$ cat config.mk
export PLATFORM = sky130hd
export DESIGN_NAME = student_fir_sample_ctrl
export DESIGN_NICKNAME = d
export VERILOG_FILES = /design/src/rtl/student_fir_sample_ctrl.sv
export SDC_FILE = /design/constraint.sdc
export NUM_CORES = 1
export LEC_CHECK = 0
export BUFFER_PORTS_ARGS = -buffer_cell sky130_fd_sc_hd__buf_2
export CORE_ASPECT_RATIO = 1.5
export CORE_MARGIN = 5
export CORE_UTILIZATION = 25
export DETAILED_ROUTE_END_ITERATION = 6
export PLACE_DENSITY = 0.49
export SLEW_MARGIN = 10
export SYNTH_ARGS = -nofsm -noshare
export SYNTH_HDL_FRONTEND = slang
export SYNTH_SLANG_ARGS = --single-unit
$ cat constraint.sdc
create_clock -name clk_i -period 2.6 [get_ports clk_i]
set_input_delay 0.26 -clock clk_i [delete_from_list [all_inputs] [get_ports clk_i]]
set_output_delay 0.26 -clock clk_i [all_outputs]
set_load 0.1 [all_outputs]
$ cat src/rtl/student_fir_sample_ctrl.sv
// ---------------------------------------------------------------------------
// student_fir_sample_ctrl
//
// Sample delay-line controller for a FIR filter. Each accepted sample is
// written into a dual-port RAM that acts as a circular delay line. The last
// NumTaps samples are then read back newest-first and streamed to a MAC stage.
// The whole delay line is zeroed after reset and on clear_i requests.
//
// Ports
//   clk_i, rst_ni                      clock (rising edge), async active-low reset
//   sample_i/sample_valid_i/sample_ready_o
//                                      upstream sample handshake
//   clear_i                            request to zero the whole delay line
//   ena_o, wea_o, addra_o, dia_o       DPRAM write port
//   enb_o, addrb_o, dob_i              DPRAM read port (1-cycle read latency)
//   tap_sample_o, tap_idx_o, tap_valid_o, tap_last_o
//                                      tap stream to the MAC stage
//   busy_o                             high whenever the controller is not idle
// ---------------------------------------------------------------------------
module student_fir_sample_ctrl #(
  parameter int AddrWidth = 10,
  parameter int DataSize  = 16,
  parameter int NumTaps   = 1024
) (
  input  logic                 clk_i,
  input  logic                 rst_ni,
  input  logic [DataSize-1:0]  sample_i,
  input  logic                 sample_valid_i,
  output logic                 sample_ready_o,
  input  logic                 clear_i,
  output logic                 ena_o,
  output logic                 wea_o,
  output logic [AddrWidth-1:0] addra_o,
  output logic [DataSize-1:0]  dia_o,
  output logic                 enb_o,
  output logic [AddrWidth-1:0] addrb_o,
  input  logic [DataSize-1:0]  dob_i,
  output logic [DataSize-1:0]  tap_sample_o,
  output logic [AddrWidth-1:0] tap_idx_o,
  output logic                 tap_valid_o,
  output logic                 tap_last_o,
  output logic                 busy_o
);

  typedef enum logic [2:0] {
    StClear,
    StIdle,
    StWrite,
    StRead,
    StDrain
  } state_e;

  localparam logic [AddrWidth-1:0] LastAddr = '1;
  localparam logic [AddrWidth-1:0] LastTap  = AddrWidth'(NumTaps - 1);

  state_e               state_q, state_d;
  logic [AddrWidth-1:0] clr_cnt_q;
  logic [AddrWidth-1:0] wr_ptr_q;
  logic [AddrWidth-1:0] k_q;
  logic [AddrWidth-1:0] tap_idx_q;
  logic [DataSize-1:0]  sample_q;
  logic                 tap_valid_q;
  logic                 accept;

  // A sample is taken only in IDLE, and a simultaneous clear request wins.
  assign accept = (state_q == StIdle) && sample_valid_i && !clear_i;

  // State register. Reset lands in CLEAR so the delay line is always zeroed
  // before the first sample is accepted.
  always_ff @(posedge clk_i or negedge rst_ni) begin
    if (!rst_ni) begin
      state_q <= StClear;
    end else begin
      state_q <= state_d;
    end
  end

  // Next-state logic. WRITE and DRAIN are single-cycle states; READ lasts
  // exactly NumTaps cycles, one RAM read issued per cycle.
  always_comb begin
    state_d = state_q;
    unique case (state_q)
      StClear: if (clr_cnt_q == LastAddr) state_d = StIdle;
      StIdle: begin
        if (clear_i) begin
          state_d = StClear;
        end else if (sample_valid_i) begin
          state_d = StWrite;
        end
      end
      StWrite: state_d = StRead;
      StRead:  if (k_q == LastTap) state_d = StDrain;
      StDrain: state_d = StIdle;
      default: state_d = StClear;
    endcase
  end

  // Datapath registers: clear counter, circular write pointer, tap counter,
  // captured sample and the one-cycle tap pipeline that lines up with the
  // RAM read latency. The write pointer only advances after the whole tap
  // stream has been issued, so every read of a sample sees the same base.
  always_ff @(posedge clk_i or negedge rst_ni) begin
    if (!rst_ni) begin
      clr_cnt_q   <= '0;
      wr_ptr_q    <= '0;
      k_q         <= '0;
      sample_q    <= '0;
      tap_valid_q <= 1'b0;
      tap_idx_q   <= '0;
    end else begin
      tap_valid_q <= (state_q == StRead);
      tap_idx_q   <= k_q;
      unique case (state_q)
        StClear: begin
          if (clr_cnt_q == LastAddr) begin
            clr_cnt_q <= '0;
            wr_ptr_q  <= '0;
          end else begin
            clr_cnt_q <= clr_cnt_q + 1'b1;
          end
        end
        StIdle: begin
          if (accept) sample_q <= sample_i;
        end
        StWrite: k_q <= '0;
        StRead: begin
          if (k_q == LastTap) begin
            k_q <= '0;
          end else begin
            k_q <= k_q + 1'b1;
          end
        end
        StDrain: wr_ptr_q <= wr_ptr_q + 1'b1;
        default: ;
      endcase
    end
  end

  // Output decode. Everything is forced low while reset is held, so the RAM
  // sees no write strobe even though the state register already says CLEAR.
  // The read address walks backwards from the write pointer, which makes
  // tap 0 the newest sample; the subtraction wraps naturally.
  always_comb begin
    sample_ready_o = 1'b0;
    ena_o          = 1'b0;
    wea_o          = 1'b0;
    addra_o        = '0;
    dia_o          = '0;
    enb_o          = 1'b0;
    addrb_o        = '0;
    busy_o         = 1'b0;
    tap_sample_o   = '0;
    tap_idx_o      = '0;
    tap_valid_o    = 1'b0;
    tap_last_o     = 1'b0;
    if (rst_ni) begin
      busy_o       = (state_q != StIdle);
      tap_sample_o = dob_i;
      tap_idx_o    = tap_idx_q;
      tap_valid_o  = tap_valid_q;
      tap_last_o   = tap_valid_q && (tap_idx_q == LastTap);
      unique case (state_q)
        StClear: begin
          ena_o   = 1'b1;
          wea_o   = 1'b1;
          addra_o = clr_cnt_q;
        end
        StIdle: sample_ready_o = !clear_i;
        StWrite: begin
          ena_o   = 1'b1;
          wea_o   = 1'b1;
          addra_o = wr_ptr_q;
          dia_o   = sample_q;
        end
        StRead: begin
          enb_o   = 1'b1;
          addrb_o = wr_ptr_q - k_q;
        end
        default: ;
      endcase
    end
  end

endmodule

==> run summary <==
CLOCKING
---------------------------------------------------------------------------------
Clock slew seen by the registers of the worst setup and hold paths          50 ps
Buffers from clock root to sink, at most                                        2
Number of H-tree branching levels                                               3
TritonCTS Buffers                                                               9
Clock latency on the worst-skew pair                                       330 ps
Clock net sink count                                                           60
TritonCTS clock tree                                                        built
Clock root buffer                                                    sky130_fd_sc_hd__clkbuf_16

YOSYS
---------------------------------------------------------------------------------
Number of warnings printed during yosys synthesis                               0
Biggest area consumer among synthesized cells                        sky130_fd_sc_hd__dfrtp_1
Syn Nets                                                                      425
Post-synthesis instance total                                                 376
Top cells by area, synth                                             sky130_fd_sc_hd__dfrtp_1 (43%), sky130_fd_sc_hd__and2_1 (8.2%), sky130_fd_sc_hd__o21ai_0 (5.1%), sky130_fd_sc_hd__mux2_2 (5.1%), sky130_fd_sc_hd__ha_1 (4.3%)
Flip-flop and latch count after synthesis                                      60
Most used standard cells in the synthesized netlist                  sky130_fd_sc_hd__dfrtp_1 (60), sky130_fd_sc_hd__and2_1 (46), sky130_fd_sc_hd__o21ai_0 (36)
Async set-or-reset flop fraction in the synthesized netlist                  1.00
Cell variety after synth                                                       47
Post-synth EDFFs                                                                0
Count leader, synth                                                  sky130_fd_sc_hd__dfrtp_1
Commonest register cell after synthesis                              sky130_fd_sc_hd__dfrtp_1
Sequential-to-total area share from yosys stat                              0.428
Post-Synthesis Cell Area                                              0.00351 mm²
Share of Yosys cell area claimed by the top area cell type                  0.428
Avg Cell Area, Syn                                                       9.33 µm²

PLACE
---------------------------------------------------------------------------------
Post-Place Cell Area                                                  0.00491 mm²
Total placed cells including tap cells                                        640
Routability cong.                                                           0.785
Placed wire-length estimate                                               7730 µm
Quantity of I/O buffers inserted on ports                                     104
Worst setup slack after placement                                          164 ps

RUN
---------------------------------------------------------------------------------
Number of max-cap violations                                                    0

WORST HOLD PATH
---------------------------------------------------------------------------------
Hold Crit Class                                                      input port to async pin

STA
---------------------------------------------------------------------------------
Worst Max-Slew Pin Slew                                                    740 ps
Post-layout worst setup margin                                            24.8 ps
Crit share post-route                                                       0.990
F_max                                                                   0.388 GHz
Tmin final                                                                2580 ps
WHS                                                                       68.1 ps
Remaining max-slew budget at the tightest pin                               0.505
Largest clock skew in the final design                                    7.06 ps
Number of setup violations in the final report                                  0
Unrepaired setup endpoints after global routing                               yes
Final Slew Violations                                                           0
Hold Vio Cnt, Final                                                             0

POWER AND IR DROP
---------------------------------------------------------------------------------
Power density of the placed cells                                      451 mW/mm²
Pwr Total                                                                 2420 µW
Cell leakage power                                                     0.00249 µW
Peak supply drop                                                           234 µV

FINISH
---------------------------------------------------------------------------------
Share of post-route cells with drive strength above 1                       0.390
Non-filler cells in the finished layout                                       665
Net total in the final layout                                                 544
ANT cells                                                                       0
Area growth from synthesis to layout                                        52.7%
Final std cell area, no fill                                          0.00536 mm²

CRITICAL PATH
---------------------------------------------------------------------------------
Category of the most critical setup path                             register to output port
Setup slack of the most critical reg-to-reg path                           580 ps
Critical path capture point type                                      output port
Max stage delay on crit path                                               390 ps
Maximum fanout along the worst path                                             4
CP required                                                               2340 ps
Reg2Reg Depth                                                                   8
Crit Reg-Reg Endpoint                                                k_q[5]$_DFFE_PN0P_
Crit-path cells                                                      inv_2, ha_4, nor2b_2, o31a_1, o221a_2, o21a_1, nor3_4, buf_12
Startpoint of the worst register-to-register path                    k_q[0]$_DFFE_PN0P_
Critical Path Source Type                                                register
Crit path DAT                                                             2320 ps
Slowest stage cell, crit path                                        sky130_fd_sc_hd__dfrtp_1

DRT
---------------------------------------------------------------------------------
Number of routed nets with antenna violations                                   0
Routed wire per std cell                                                  15.2 µm
Vias post-DR                                                                3,193
Violation count after the first detailed-routing iteration                    100
Wire length after detailed routing                                      10,100 µm
Post-route DRC                                                                  0
Post-detailed-route via-to-cell ratio                                        4.80
Number of detailed-route iterations in the first pass                           4

FLOORPLANNING
---------------------------------------------------------------------------------
Die area                                                               0.0166 mm²
Starting density of the core                                                0.252
Top-Level Pins                                                                105
Rows                                                                           53
Die span in y                                                              155 µm
Die width                                                                  107 µm
Floorplan core area                                                    0.0139 mm²

GLOBAL ROUTING
---------------------------------------------------------------------------------
Global-route wire length before repair                                  16,600 µm
Maximum number of pins on one net before global-route repair                   36
Total routing resource utilization after global routing                     0.126
Number of global-route vias before repair                                   3,320
Antenna violations before repair                                                0
Remaining global-route overflow                                                 0

OUTCOME
---------------------------------------------------------------------------------
Outcome                                                              finished, final reports clean

repair_timing:
action | 4_1_cts | 5_1_grt
setup buffers | 7 | 1
pin swaps | 7 | 4
setup endpoints to repair | 4 | 21
endpoints found under the hold margin | 11 | 11
resized for setup | 13 | 8
sequential cells by signal, summed over array words and instances (netlist names):
name	flops
state_q	3
tap_valid_q	1
k_q	10
clr_cnt_q	10
wr_ptr_q	10
sample_q	16
tap_idx_q	10
placed cells by master, fill, tap and decap left out, drive strengths merged, types with 12 or more instances in the layout:
cell type / count
dfrtp: 60
nand2: 31
ha: 12
buf: 124
mux2: 16
and2: 46
nor2: 33
inv: 16
o21ai: 36
power breakdown:
part / internal, µW / switching, µW
Combinational: 83.3 / 233
Clock: 736 / 418
Sequential: 944 / 3.74
Total: 1760 / 655
cell families (layout without fill, tap and decap cells):
group	Yosys count	after routing	synth area share
adders and majority gates	13	13	0.0485
AOI/OAI and AO/OA	74	74	0.133
DFF	60	60	0.428
and+or+nand+nor	159	159	0.240
xor gates and xnor gates	11	11	0.0275
muxes	25	25	0.0770
buffers and inverters	34	158	0.0456
worst max path at each step:
stage / start / to / slack (ps)
2_1_floorplan: wr_ptr_q[0]$_DFFE_PN0P_ / addrb_o[4] / -270
5_1_grt: k_q[2]$_DFFE_PN0P_ / addrb_o[8] / -70
4_1_cts: wr_ptr_q[0]$_DFFE_PN0P_ / addrb_o[8] / -40
3_5_place_dp: wr_ptr_q[0]$_DFFE_PN0P_ / addrb_o[8] / 160
3_3_place_gp: wr_ptr_q[3]$_DFFE_PN0P_ / addrb_o[9] / 200
6_report: k_q[2]$_DFFE_PN0P_ / addrb_o[8] / 20
layout make-up:
| cell class | count | area (µm²) |
|---|---|---|
| Timing Repair Buffer | 125 | 1270 |
| Clock buffer | 11 | 233 |
| Multi-Input combinational cell | 282 | 2020 |
| Sequential cell | 60 | 1510 |
| Tap cell | 165 | 206 |
| Clock inverter | 5 | 52.6 |
| Fill cell | 1387 | 8570 |
| Inverter | 17 | 67.6 |
metrics by stage:
step	setup TNS [ps]	utilization
finish	0	0.385
detailed placement	0	0.353
floorplan	-539	-
global placement	0	0.353
CTS	-42.7	0.381
global route	-111	0.385
worst max-delay path: cells and delay by family (launching register included):
kind,cells,cell delay (ps)
flip-flops,1,390
adder cells (fa/ha/maj),1,210
AND/OR/NAND/NOR,2,370
buffers and inverters,2,290
AO/OA/AOI/OAI,3,720
routing by layer:
| layer | vias to the layer above | track usage | share of wire |
|---|---|---|---|
| met3 | 22 | 0.0311 | 0.048 |
| met4 | 0 | 0.0555 | 0.032 |
| li1 | 1550 | - | - |
| met2 | 89 | 0.234 | 0.54 |
| met5 | - | 0 | 0 |
| met1 | 1532 | 0.134 | 0.38 |
Power figures use the tool's default switching activity.
